### src/rtl/riscv_alumux_fwd.sv
// riscv_alumux_fwd: ALU operand-B mux with EX/MEM and MEM/WB forwarding,
// behind a single valid/ready output register stage.
// Optional forwarding statistics counter: define RISCV_ALUMUX_FWD_STATS_EN.
module riscv_alumux_fwd #(
   parameter int unsigned DATA_WIDTH = 32,
   parameter int unsigned REG_ADDR_W = 5,
   parameter int unsigned CNT_WIDTH  = 16
) (
   input  logic                  clk,
   input  logic                  rst,
   input  logic                  in_valid,
   output logic                  in_ready,
   input  logic [REG_ADDR_W-1:0] rs2_addr,
   input  logic [DATA_WIDTH-1:0] rs2_data,
   input  logic [DATA_WIDTH-1:0] imm,
   input  logic                  bsel,
   input  logic                  exm_wen,
   input  logic [REG_ADDR_W-1:0] exm_rd,
   input  logic [DATA_WIDTH-1:0] exm_data,
   input  logic                  mwb_wen,
   input  logic [REG_ADDR_W-1:0] mwb_rd,
   input  logic [DATA_WIDTH-1:0] mwb_data,
   input  logic                  flush,
   output logic                  out_valid,
   input  logic                  out_ready,
   output logic [DATA_WIDTH-1:0] alumux2_out,
   output logic [1:0]            fwd_src
`ifdef RISCV_ALUMUX_FWD_STATS_EN
   ,
   output logic [CNT_WIDTH-1:0]  fwd_cnt
`endif
);

   localparam logic [1:0] SRC_RF  = 2'd0;
   localparam logic [1:0] SRC_EXM = 2'd1;
   localparam logic [1:0] SRC_MWB = 2'd2;

   // Reject degenerate configurations at elaboration time.
   if (DATA_WIDTH < 1 || REG_ADDR_W < 1 || CNT_WIDTH < 1) begin : g_bad_cfg
      $error("riscv_alumux_fwd: all widths must be at least 1");
   end

   logic                  valid_q, valid_d;
   logic [DATA_WIDTH-1:0] data_q, data_d;
   logic [1:0]            src_q, src_d;
   logic [DATA_WIDTH-1:0] op_sel;
   logic [1:0]            src_sel;
   logic                  transfer;

   assign in_ready    = !valid_q || out_ready;
   assign transfer    = in_valid && in_ready;
   assign out_valid   = valid_q;
   assign alumux2_out = data_q;
   assign fwd_src     = src_q;

   // Operand selection; x0 never forwards and any bsel other than 1 means register.
   always_comb begin
      op_sel  = rs2_data;
      src_sel = SRC_RF;
      if (bsel == 1'b1) begin
         op_sel = imm;
      end else if (rs2_addr != '0) begin
         if (exm_wen && (exm_rd == rs2_addr)) begin
            op_sel  = exm_data;
            src_sel = SRC_EXM;
         end else if (mwb_wen && (mwb_rd == rs2_addr)) begin
            op_sel  = mwb_data;
            src_sel = SRC_MWB;
         end
      end
   end

   // Output stage next state: capture on transfer, drain on ready, flush kills valid.
   always_comb begin
      valid_d = valid_q;
      data_d  = data_q;
      src_d   = src_q;
      if (transfer) begin
         valid_d = 1'b1;
         data_d  = op_sel;
         src_d   = src_sel;
      end else if (out_ready) begin
         valid_d = 1'b0;
      end
      if (flush) begin
         valid_d = 1'b0;
      end
   end

   // Output register with synchronous reset.
   always_ff @(posedge clk) begin
      if (rst) begin
         valid_q <= 1'b0;
         data_q  <= '0;
         src_q   <= SRC_RF;
      end else begin
         valid_q <= valid_d;
         data_q  <= data_d;
         src_q   <= src_d;
      end
   end

`ifdef RISCV_ALUMUX_FWD_STATS_EN
   logic [CNT_WIDTH-1:0] cnt_q, cnt_d;

   assign fwd_cnt = cnt_q;

   // Saturating count of forwarded transfers; flush does not affect it.
   always_comb begin
      cnt_d = cnt_q;
      if (transfer && (src_sel != SRC_RF) && (cnt_q != '1)) begin
         cnt_d = cnt_q + CNT_WIDTH'(1);
      end
   end

   // Counter register with synchronous reset.
   always_ff @(posedge clk) begin
      if (rst) begin
         cnt_q <= '0;
      end else begin
         cnt_q <= cnt_d;
      end
   end
`endif

endmodule
### config.mk
export PLATFORM = sky130hd
export DESIGN_NAME = riscv_alumux_fwd
export DESIGN_NICKNAME = d
export VERILOG_FILES = /design/src/rtl/riscv_alumux_fwd.sv
export SDC_FILE = /design/constraint.sdc
export NUM_CORES = 1
export LEC_CHECK = 0
export ABC_AREA = 1
export BUFFER_PORTS_ARGS = -buffer_cell sky130_fd_sc_hd__buf_2
export CAP_MARGIN = 20
export CORE_UTILIZATION = 35
export CTS_BUF_LIST = sky130_fd_sc_hd__clkbuf_4
export CTS_CLUSTER_SIZE = 24
export DETAILED_ROUTE_END_ITERATION = 7
export GPL_TIMING_DRIVEN = 1
export MAX_ROUTING_LAYER = met4
export PLACE_DENSITY = 0.68
export SYNTH_ARGS = -nofsm -noshare
export SYNTH_HDL_FRONTEND = slang
export SYNTH_SLANG_ARGS = --single-unit
### constraint.sdc
create_clock -name clk -period 1.92 [get_ports clk]
set_input_delay 0 -clock clk [delete_from_list [all_inputs] [get_ports clk]]
set_output_delay 0 -clock clk [all_outputs]
set_load 0.02 [all_outputs]
==> results of run 1 <==
## area by class of cell
| cell class | instances | area (sq um) | area share (%) |
|---|---|---|---|
| clock buffers | 6 | 45.0 | 1.00 |
| clock inverters | 1 | 30.0 | 0.667 |
| inverters | 52 | 195 | 4.34 |
| multi-input cells | 343 | 1920 | 42.6 |
| flip-flops and latches | 35 | 701 | 15.6 |
| well taps | 105 | 131 | 2.92 |
| repair buffers | 242 | 1480 | 32.9 |
## metal layers
metal	up-vias	routed length, um	global-route usage, %
li1	1911	-	-
met3	16	499	2.99
met2	129	4670	37.6
met1	1682	3980	24.7
met5	-	0	-
met4	0	160	6.92
## cell usage in the layout (no fill, tap or decap), drive strengths merged
cell / Yosys / final
o21ai: 32 / 32
nand3b: 32 / 32
dfxtp: 35 / 35
dlygate4sd3: 0 / 46
inv: 52 / 52
buf: 13 / 196
nand2: 133 / 133
nor3: 1 / 1
nor2: 10 / 10
bufinv: 0 / 1
nand3: 4 / 4
a211oi: 1 / 1
clkbuf: 19 / 6
or2: 32 / 32
a21oi: 98 / 98
## stage by stage
stage               hold WS, ps  utilization (%)  instances  instance area [sq um]
global placement            165             48.2        731                   3960
CTS                       0.865             54.7        784                   4500
global route              0.585             54.8        784                   4500
floorplan                  69.1                -        462                   2970
detailed placement          170             48.2        731                   3960
finish                     18.3             54.8        784                   4500
## timing repair
action	in CTS	in global routing
buffers inserted	0	0
endpoints found under the setup margin	0	1
hold endpoints to repair	35	0
hold buffers	46	0
resized for setup	0	1
## sequential cells by signal (all words and copies together), names as in the netlist
signal	count
alumux2_out	32
out_valid	1
fwd_src	2
## critical path: cells and delay by family (launching register included)
| kind | cells | cell delay [ps] |
|---|---|---|
| and+or+nand+nor | 2 | 200 |
| buffers and inverters | 3 | 820 |
| AOI/OAI and AO/OA | 2 | 260 |
| DFF | 1 | 340 |
## cell families (layout without fill, tap and decap cells)
logic type / after synthesis / in the layout / synth area share (%)
AND/OR/NAND/NOR: 212 / 212 / 34.7
AO/OA/AOI/OAI: 131 / 131 / 29.7
buffers and inverters: 84 / 301 / 12.0
flip-flops: 35 / 35 / 23.6
## power groups by stage
stage | registers (mW) | logic, mW | clock network [mW]
2_1_floorplan | 0.890 | 0.316 | 0
3_3_place_gp | 0.819 | 0.646 | 0
3_5_place_dp | 0.822 | 0.653 | 0
4_1_cts | 0.806 | 0.733 | 0.546
5_1_grt | 0.813 | 0.810 | 0.577
6_report | 0.806 | 0.736 | 0.526
## final timing paths
path                                 from                            to  slack [ps]  depth (start not counted)
setup / recovery   out_valid$_SDFFE_PP0P_  alumux2_out[30]$_SDFFE_PP0P_         200                          7
setup reg to reg   out_valid$_SDFFE_PP0P_  alumux2_out[30]$_SDFFE_PP0P_         200                          7
hold reg to reg   fwd_src[0]$_SDFFE_PP0P_       fwd_src[0]$_SDFFE_PP0P_         470                          2
hold / removal                rs2_data[8]   alumux2_out[8]$_SDFFE_PP0P_          20                          5
==> summary.txt, run 1 <==
Power and ir drop
  – PD cells: 459 nW/um^2
  – Gate power share: 35.6%
  – Final Total Pwr: 2.07 mW
  – Sequential share of power: 39.0%
  – Maximum vdd drop: 0.296 mV
  – Switch share: 31.7%
  – Internal: 1.41 mW
  – Leak: 2.36 nW
  – P_sw: 0.656 mW
  – Clock share of power: 25.4%

Die
  – Rows: 33
  – Ports: 187
  – Initial Util: 36.2%
  – Die Wd: 94.2 um
  – Die ar.: 8870 sq um
  – Area of the core: 8220 sq um
  – Die extent in y: 94.2 um

STA
  – Worst-Margin Slew: 536 ps
  – Pins over their slew limit: 0
  – RSZ-0062 raised after global routing: no
  – Count of final hold-check violations: 0
  – Fin crit share: 89.8%
  – Final Critical Period: 1720 ps
  – Final setup fails: 0
  – Setup Skew: 10.7 ps
  – Setup tns final: 0 ps
  – Max Clk Rate: 580 MHz
  – Setup ws final: 195 ps
  – Worst slew margin: 64.2%

Worst setup path
  – Critical path's slowest cell: dlygate4sd3_1
  – CP cell instances: nand2_1, nand2_1, inv_1, buf_4, o21ai_0, a21oi_2, dlygate4sd3_1
  – Crit path required time: 2140 ps
  – Top cell by count, worst path: nand2_1
  – CP arrival: 1940 ps
  – Critical path's largest stage delay: 570 ps
  – CP endpoint kind: flop
  – Worst Path Max Fanout: 17
  – Kind of critical path: reg -> reg
  – Worst setup SP type: flop

Synth
  – Area leader, netlist: dfxtp_1
  – Post-synth EDFFs: 0
  – Synth cell count leaders: nand2_1 (131), a21oi_2 (60), inv_1 (48), a21oi_1 (38), dfxtp_1 (35)
  – Mapped Nets: 613
  – Post-synth design cell area: 2970 sq um
  – Top-count cell post-synth: nand2_1
  – Distinct cells, synth: 19
  – Synth top area cells: dfxtp_1 (24%), a21oi_2 (18%), nand2_1 (17%), nand3b_1 (8.1%), or2_2 (6.7%)
  – Count of mapped cells out of synthesis: 462
  – Synth warn: 0
  – Post-synth top area share: 23.6%
  – Flops & latches, synth: 35
  – Register area share after synthesis: 23.6%
  – Syn Area/Cell: 6.43 sq um
  – Most common flop cell mapped by yosys: dfxtp_1
  – Async set or reset register ratio after synthesis: 0%

Clock tree
  – Root Driver: clkbuf_4
  – Clk_lat worst skew: 330 ps
  – Total CTS buffers: 5
  – TritonCTS clock tree: yes
  – H-tree depth: 2
  – Clk pin slew, worst setup/hold paths: 110 ps
  – Deepest clock path buffer count: 2
  – CTS Sinks: 35

Routing
  – Vias: 3,738
  – Antenna Violating Nets Remaining: 0
  – Initial drt markers: 69
  – Avg WL per Cell: 11.9 um
  – DRC: 0
  – Drt pass-1 iters: 5
  – Total detailed-routing wirelength: 9310 um
  – Via density: 4.77

Job
  – Max-Cap Viols: 0

Cells and area
  – Fraction of layout instances using a drive strength above 1: 44.9%
  – Filler cell count in the final layout: 809
  – Synth-to-Final Area Change: 51.4%
  – Number of diodes: 0
  – Nets: 830

Placed design
  – Dpl hpwl: 6640 um
  – Pre-CTS setup slack: 452 ps
  – PortBufs: 186
  – Placer Congestion: 0.824

Global routing
  – Total track usage: 21.3%
  – Pin count of the biggest net entering global routing: 66
  – Initial antenna violation count: 0
  – Vias in the first global route: 3,395
  – GRT overflow: 0
  – First-pass GRT wire length: 14,800 um

Hold path
  – HP Class: in -> reg

Status
  – Status: finished clean
No activity file was read; power rests on OpenSTA's default activity.
==> run 2, diff against run 1 <==
ABC_AREA = unset   (was 1)
PLACE_DENSITY = 0.73   (was 0.68)
TNS_END_PERCENT = 10   (was unset)
==> summary.txt, run 2 <==
STA
  – Pins over their slew limit: 0 (unchanged)
  – Final setup fails: 0 (unchanged)
  – Final Critical Period: 1650 ps (-78.1 ps)
  – RSZ-0062 raised after global routing: no
  – Setup Skew: 11.9 ps (+1.19 ps)
  – Worst slew margin: 52.2% (-12 points)
  – Worst-Margin Slew: 717 ps (+181 ps)
  – Count of final hold-check violations: 0 (unchanged)
  – Fin crit share: 85.8% (-4.1 points)
  – Setup tns final: 0 ps (unchanged)
  – Max Clk Rate: 607 MHz (+4.7%)

Die
  – Die Wd: 84.2 um (-11%)
  – Initial Util: 36.8% (+0.64 points)
  – Die ar.: 7090 sq um (-20%)
  – Ports: 187 (unchanged)
  – Rows: 29 (-12%)
  – Area of the core: 6420 sq um (-22%)
  – Die extent in y: 84.2 um (-11%)

Worst setup path
  – Crit path required time: 2180 ps (+40 ps)
  – Worst setup SP type: flop
  – Worst path bufs/invs: 1 (-2)
  – Worst Path Max Fanout: 36 (+19)
  – Critical path's largest stage delay: 340 ps (-230 ps)
  – CP cell instances: nand2b_1, and2_2, buf_4, nor2_1, a311o_1, a31oi_1
  – CP endpoint kind: flop
  – Critical path's slowest cell: buf_4
  – CP arrival: 1910 ps (-30 ps)
  – Kind of critical path: reg -> reg
  – Largest delay share family, worst path: compound AO/OA/AOI/OAI gates

Global routing
  – Total track usage: 31.9% (+11 points)
  – Pin count of the biggest net entering global routing: 37 (-44%)
  – GRT overflow: 0 (unchanged)
  – First-pass GRT wire length: 17,400 um (+17%)
  – Initial antenna violation count: 0 (unchanged)
  – Vias in the first global route: 3,828 (+13%)

Cells and area
  – Synth-to-Final Area Change: 87.7%
  – Nets: 754 (-9.2%)
  – Seq. cell area: 701 sq um (unchanged)
  – Number of diodes: 0 (unchanged)
  – Most frequent cells in the layout: buf_2 (186), dlygate4sd3_1 (105), a31oi_1 (64)
  – Filler cell count in the final layout: 488 (-40%)
  – Most common cell after layout, fill and taps aside: buf_2
  – Fraction of layout instances using a drive strength above 1: 35.3% (-9.7 points)
  – Max reg flops: 32 (unchanged)
  – Final Cell Area: 4440 sq um (-1.4%)
  – Multi-input logic area: 1360 sq um (-29%)

Synth
  – Synth warn: 0 (unchanged)
  – Area leader, netlist: dfxtp_1
  – Count of mapped cells out of synthesis: 327 (-29%)
  – Post-synth top area share: 29.6% (+6.1 points)
  – Synth cell count leaders: a31oi_1 (64), dfxtp_1 (35), nand2_1 (35), nor2_1 (35), inv_1 (33)
  – Mapped Nets: 478 (-22%)
  – Post-synth EDFFs: 0 (unchanged)
  – Post-synth design cell area: 2360 sq um (-20%)
  – Flops & latches, synth: 35 (unchanged)
  – Distinct cells, synth: 24 (+5)
  – Register area share after synthesis: 29.6% (+6.1 points)
  – Most common flop cell mapped by yosys: dfxtp_1
  – Synth top area cells: dfxtp_1 (30%), a31oi_1 (17%), a311o_1 (14%), nand3_1 (6.8%), nand2_1 (5.6%)
  – Syn Area/Cell: 7.23 sq um (+12%)
  – Top-count cell post-synth: a31oi_1
  – Async set or reset register ratio after synthesis: 0% (unchanged)

Routing
  – Vias: 3,826 (+2.4%)
  – Via density: 5.62 (+18%)
  – Avg WL per Cell: 16.3 um (+38%)
  – Initial drt markers: 352 (+410%)
  – Total detailed-routing wirelength: 11,100 um (+20%)
  – Drt pass-1 iters: 8 (+3)
  – Antenna Violating Nets Remaining: 0 (unchanged)
  – DRC: 20 (+20)

Power and ir drop
  – Sequential share of power: 38.0% (-1.0 points)
  – Internal: 1.47 mW (+4.1%)
  – Gate power share: 36.6% (+1.0 points)
  – PD cells: 483 nW/um^2 (+5.1%)
  – Leak: 2.20 nW (-6.6%)
  – Maximum vdd drop: 0.260 mV (-12%)
  – P_sw: 0.673 mW (+2.6%)
  – Clock share of power: 25.5% (about the same)
  – Switch share: 31.4% (-0.31 points)

Placed design
  – PortBufs: 186 (unchanged)
  – Dpl hpwl: 6190 um (-6.7%)
  – Placer Congestion: 0.867 (+5.2%)
  – Placed Area: 3310 sq um (-16%)

Clock tree
  – Root Driver: clkbuf_4
  – Total CTS buffers: 5 (unchanged)
  – Deepest clock path buffer count: 2 (unchanged)
  – H-tree depth: 2 (unchanged)
  – TritonCTS clock tree: yes
  – CTS Sinks: 35 (unchanged)
  – Clk pin slew, worst setup/hold paths: 130 ps (+20 ps)
  – Clk_lat worst skew: 340 ps (about the same)

Status
  – Failing checks: DRC
  – Status: complete, but fails checks

Job
  – Max-Cap Viols: 0 (unchanged)

Hold path
  – HP Class: in -> reg
run 2: timing repair:
action	4_1_cts	5_1_grt
hold endpoints to repair	33	0
resized for setup	0	0
buffers inserted	0	0
hold buffers	105	0
run 2: worst reg2reg max path, stage by stage (launching register included):
cell and delay [ps]:
dfxtp_1 330, nand2b_1 130, and2_2 190, buf_4 340
nor2_1 80, a311o_1 330, a31oi_1 170
run 2: cell type report:
type,instances,share of cell area [%]
clock buffer,5,0.846
timing repair buffer,305,47.0
sequential,35,15.8
tap,77,2.17
clock inverter,3,0.874
multi-input combinational,223,30.5
inverter,33,2.79
run 2: kinds of logic after synthesis:
group	Yosys count	synth area share, %
AOI/OAI and AO/OA	99	31.5
and+or+nand+nor	114	21.6
DFF	35	29.6
buffers and inverters	69	13.6
xor gates and xnor gates	10	3.70
run 2: power groups by stage:
stage / Combinational, mW / Sequential, mW / Clock, mW
6_report: 0.784 / 0.813 / 0.545
5_1_grt: 0.842 / 0.819 / 0.587
4_1_cts: 0.757 / 0.812 / 0.556
3_5_place_dp: 0.593 / 0.829 / 0
3_3_place_gp: 0.585 / 0.828 / 0
2_1_floorplan: 0.255 / 0.899 / 0
run 2: metrics by stage:
step                      setup WS (ps)  util, %  power [mW]  hold slack, ps  instances
after CTS                           318     69.1        2.13           0.837        681
after floorplan                     167        -        1.15            72.8        327
after detailed placement            335     51.6        1.42             179        568
final                               274     69.1        2.14            2.81        681
after global routing                122     69.1        2.25           0.589        681
after global placement              378     51.6        1.41             175        568
run 2: routing by layer:
metal / vias to the layer above / track usage (%) / share of wire (%)
met5: - / - / 0
met2: 328 / 56.3 / 50
li1: 1743 / - / -
met3: 94 / 5.51 / 9.8
met4: 0 / 22.6 / 7.2
met1: 1661 / 32.1 / 33
run 2: final timing paths:
check,from,to,slack (ps),cells past startpoint
max,out_valid$_SDFFE_PP0P_,alumux2_out[12]$_SDFFE_PP0P_,270,6
min,imm[23],alumux2_out[23]$_SDFFE_PP0P_,3,4
max reg2reg,out_valid$_SDFFE_PP0P_,alumux2_out[12]$_SDFFE_PP0P_,270,6
min reg2reg,fwd_src[1]$_SDFFE_PP0P_,fwd_src[1]$_SDFFE_PP0P_,500,2
==> run 3, diff against run 2 <==
CORE_UTILIZATION = 44   (was 35)
PLACE_DENSITY = 0.88   (was 0.73)
==> summary.txt, run 3 (same netlist as run 2, synthesis figures left out) <==
Status
  – Status: complete, but fails checks
  – Failing checks: hold timing

Routing
  – Total detailed-routing wirelength: 13,000 um (+17%)
  – Via density: 6.19 (+10%)
  – Initial drt markers: 421 (+20%)
  – Avg WL per Cell: 19.4 um (+19%)
  – Vias: 4,163 (+8.8%)
  – Antenna Violating Nets Remaining: 0 (unchanged)
  – DRC: 0 (-100%)
  – Drt pass-1 iters: 7 (-1)

Cells and area
  – Final Cell Area: 4370 sq um (-1.6%)
  – Max reg flops: 32 (unchanged)
  – Post-layout util: 85.0% (+16 points)
  – Fraction of layout instances using a drive strength above 1: 35.6% (+0.31 points)
  – Fin cells: 672 (-1.3%)
  – Most common cell after layout, fill and taps aside: buf_2
  – Most frequent cells in the layout: buf_2 (186), dlygate4sd3_1 (99), a31oi_1 (62)
  – Nets: 746 (-1.1%)
  – Filler cell count in the final layout: 313 (-36%)
  – Synth-to-Final Area Change: 84.8%

STA
  – Setup Skew: 22.0 ps (+10.1 ps)
  – Final setup fails: 0 (unchanged)
  – Pins over their slew limit: 0 (unchanged)
  – Max Clk Rate: 564 MHz (-7.2%)
  – Count of final hold-check violations: 1 (+1)
  – Fin crit share: 92.4% (+6.6 points)
  – Worst-Margin Slew: 744 ps (+26.9 ps)
  – Setup ws final: 147 ps (-127 ps)
  – Final Critical Period: 1770 ps (+127 ps)
  – Hold slack final: -0.676 ps (-3.49 ps)
  – Worst slew margin: 50.4% (-1.8 points)

Clock tree
  – Post-CTS setup buffer count: 0 (unchanged)
  – Total CTS buffers: 5 (unchanged)
  – H-tree depth: 2 (unchanged)
  – Clk_lat worst skew: 350 ps (about the same)
  – Root Driver: clkbuf_4
  – CTS Sinks: 35 (unchanged)
  – TritonCTS clock tree: yes
  – Deepest clock path buffer count: 2 (unchanged)
  – Clk pin slew, worst setup/hold paths: 130 ps (about the same)

Global routing
  – Pin count of the biggest net entering global routing: 38 (+2.7%)
  – Vias in the first global route: 4,097 (+7.0%)
  – Initial antenna violation count: 5 (+5)
  – Total track usage: 50.0% (+18 points)
  – First-pass GRT wire length: 20,000 um (+15%)
  – GRT overflow: 0 (unchanged)

Power and ir drop
  – Leak: 2.16 nW (-2.1%)
  – Maximum vdd drop: 0.317 mV (+22%)
  – Final Total Pwr: 2.04 mW (-4.9%)
  – PD cells: 466 nW/um^2 (-3.4%)

Die
  – Rows: 26 (-10%)
  – Die extent in y: 75.3 um (-11%)
  – Die ar.: 5670 sq um (-20%)
  – Area of the core: 5140 sq um (-20%)
  – Initial Util: 46.0% (+9.2 points)
  – Ports: 187 (unchanged)
  – Die Wd: 75.3 um (-11%)

Hold path
  – Worst Hold Launch: mwb_data[20]
  – HP Class: in -> reg
  – WHS Path Cells: 3 (-1)
  – Hold Path Sink: alumux2_out[20]$_SDFFE_PP0P_

Worst setup path
  – CP arrival: 1980 ps (+70 ps)
  – Critical path's slowest cell: dfxtp_1
  – Worst setup SP type: flop
  – Cells on worst reg2reg path: 7 (+1)
  – Reg-to-Reg Start: out_valid$_SDFFE_PP0P_
  – FF-to-FF End: alumux2_out[6]$_SDFFE_PP0P_
  – Crit path required time: 2130 ps (-50 ps)
  – Worst Path Max Fanout: 37 (+2.8%)
  – R2R setup slack: 150 ps (-130 ps)
  – Largest delay share family, worst path: buffers and inverters
  – Kind of critical path: reg -> reg
  – Worst path bufs/invs: 2 (+1)
  – CP endpoint kind: flop
  – Critical path's largest stage delay: 330 ps (about the same)
  – CP cell instances: nand2b_1, and2_2, buf_6, nand2b_1, buf_4, a31oi_1, a31oi_2
  – Top cell by count, worst path: nand2b_1

Placed design
  – Placed Area: 3300 sq um (-0.49%)
  – PortBufs: 186 (unchanged)
  – Dpl hpwl: 6090 um (-1.6%)
  – Placed cells: 559 (-1.6%)
  – Pre-CTS setup slack: 198 ps (-137 ps)
  – Placer Congestion: 0.833 (-3.9%)

Job
  – Max-Cap Viols: 0 (unchanged)
## run 3: cell types whose count changed in the layout (fill, tap and decap cells not counted), moves of 2 or more
cell / before / now
diode_2: 0 / 6
dlygate4sd3_1: 105 / 99
buf_4: 14 / 10
a31oi_1: 64 / 62
a31oi_2: 0 / 2
## run 3: what timing repair did
item / in CTS / in global routing
endpoints found under the hold margin: 33 / 0
setup endpoints to repair: 0 / 3
resized for setup: 0 / 3
hold buffers: 99 / 0
## run 3: worst max path at each step
stage | start | end | depth (start not counted)
2_1_floorplan | out_valid$_SDFFE_PP0P_ | alumux2_out[0]$_SDFFE_PP0P_ | 6
3_3_place_gp | rs2_addr[0] | alumux2_out[13]$_SDFFE_PP0P_ | 6
3_5_place_dp | rs2_addr[0] | alumux2_out[9]$_SDFFE_PP0P_ | 7
4_1_cts | out_valid$_SDFFE_PP0P_ | alumux2_out[20]$_SDFFE_PP0P_ | 7
5_1_grt | out_valid$_SDFFE_PP0P_ | alumux2_out[12]$_SDFFE_PP0P_ | 7
6_report | out_valid$_SDFFE_PP0P_ | alumux2_out[6]$_SDFFE_PP0P_ | 7
## run 3: through the flow
stage / setup TNS (ps) / hold slack (ps)
3_5_place_dp: 0 / 168
3_3_place_gp: 0 / 163
6_report: 0 / -0.676
4_1_cts: 0 / 0.159
5_1_grt: -8.86 / 0.273
2_1_floorplan: 0 / 72.8
## run 3: area by class of cell
cell class / instances / area, sq um / area share (%)
multi-input cells: 223 / 1370 / 31.3
clock buffers: 5 / 37.5 / 0.859
well taps: 70 / 87.6 / 2.00
clock inverters: 3 / 15.0 / 0.344
inverters: 33 / 124 / 2.83
diodes: 6 / 15.0 / 0.344
flip-flops and latches: 35 / 701 / 16.0
repair buffers: 297 / 2020 / 46.3
## run 3: tightest hold or removal path, stage by stage
cell and delay (ps):
buf_2 80, a31oi_1 70, a31oi_1 150
## run 3: power breakdown
part           switching, mW  internal, mW  leakage, nW
Sequential            0.0324         0.784        0.291
Clock                  0.271         0.135       0.0263
Combinational          0.404         0.412         1.84
Total                  0.707          1.33         2.16
## run 3: metal layers
| layer | track usage (%) | part of all wire (%) |
|---|---|---|
| met5 | - | 0 |
| met4 | 42.2 | 10 |
| met3 | 25.5 | 10 |
| met2 | 78.3 | 49 |
| met1 | 45.1 | 30 |
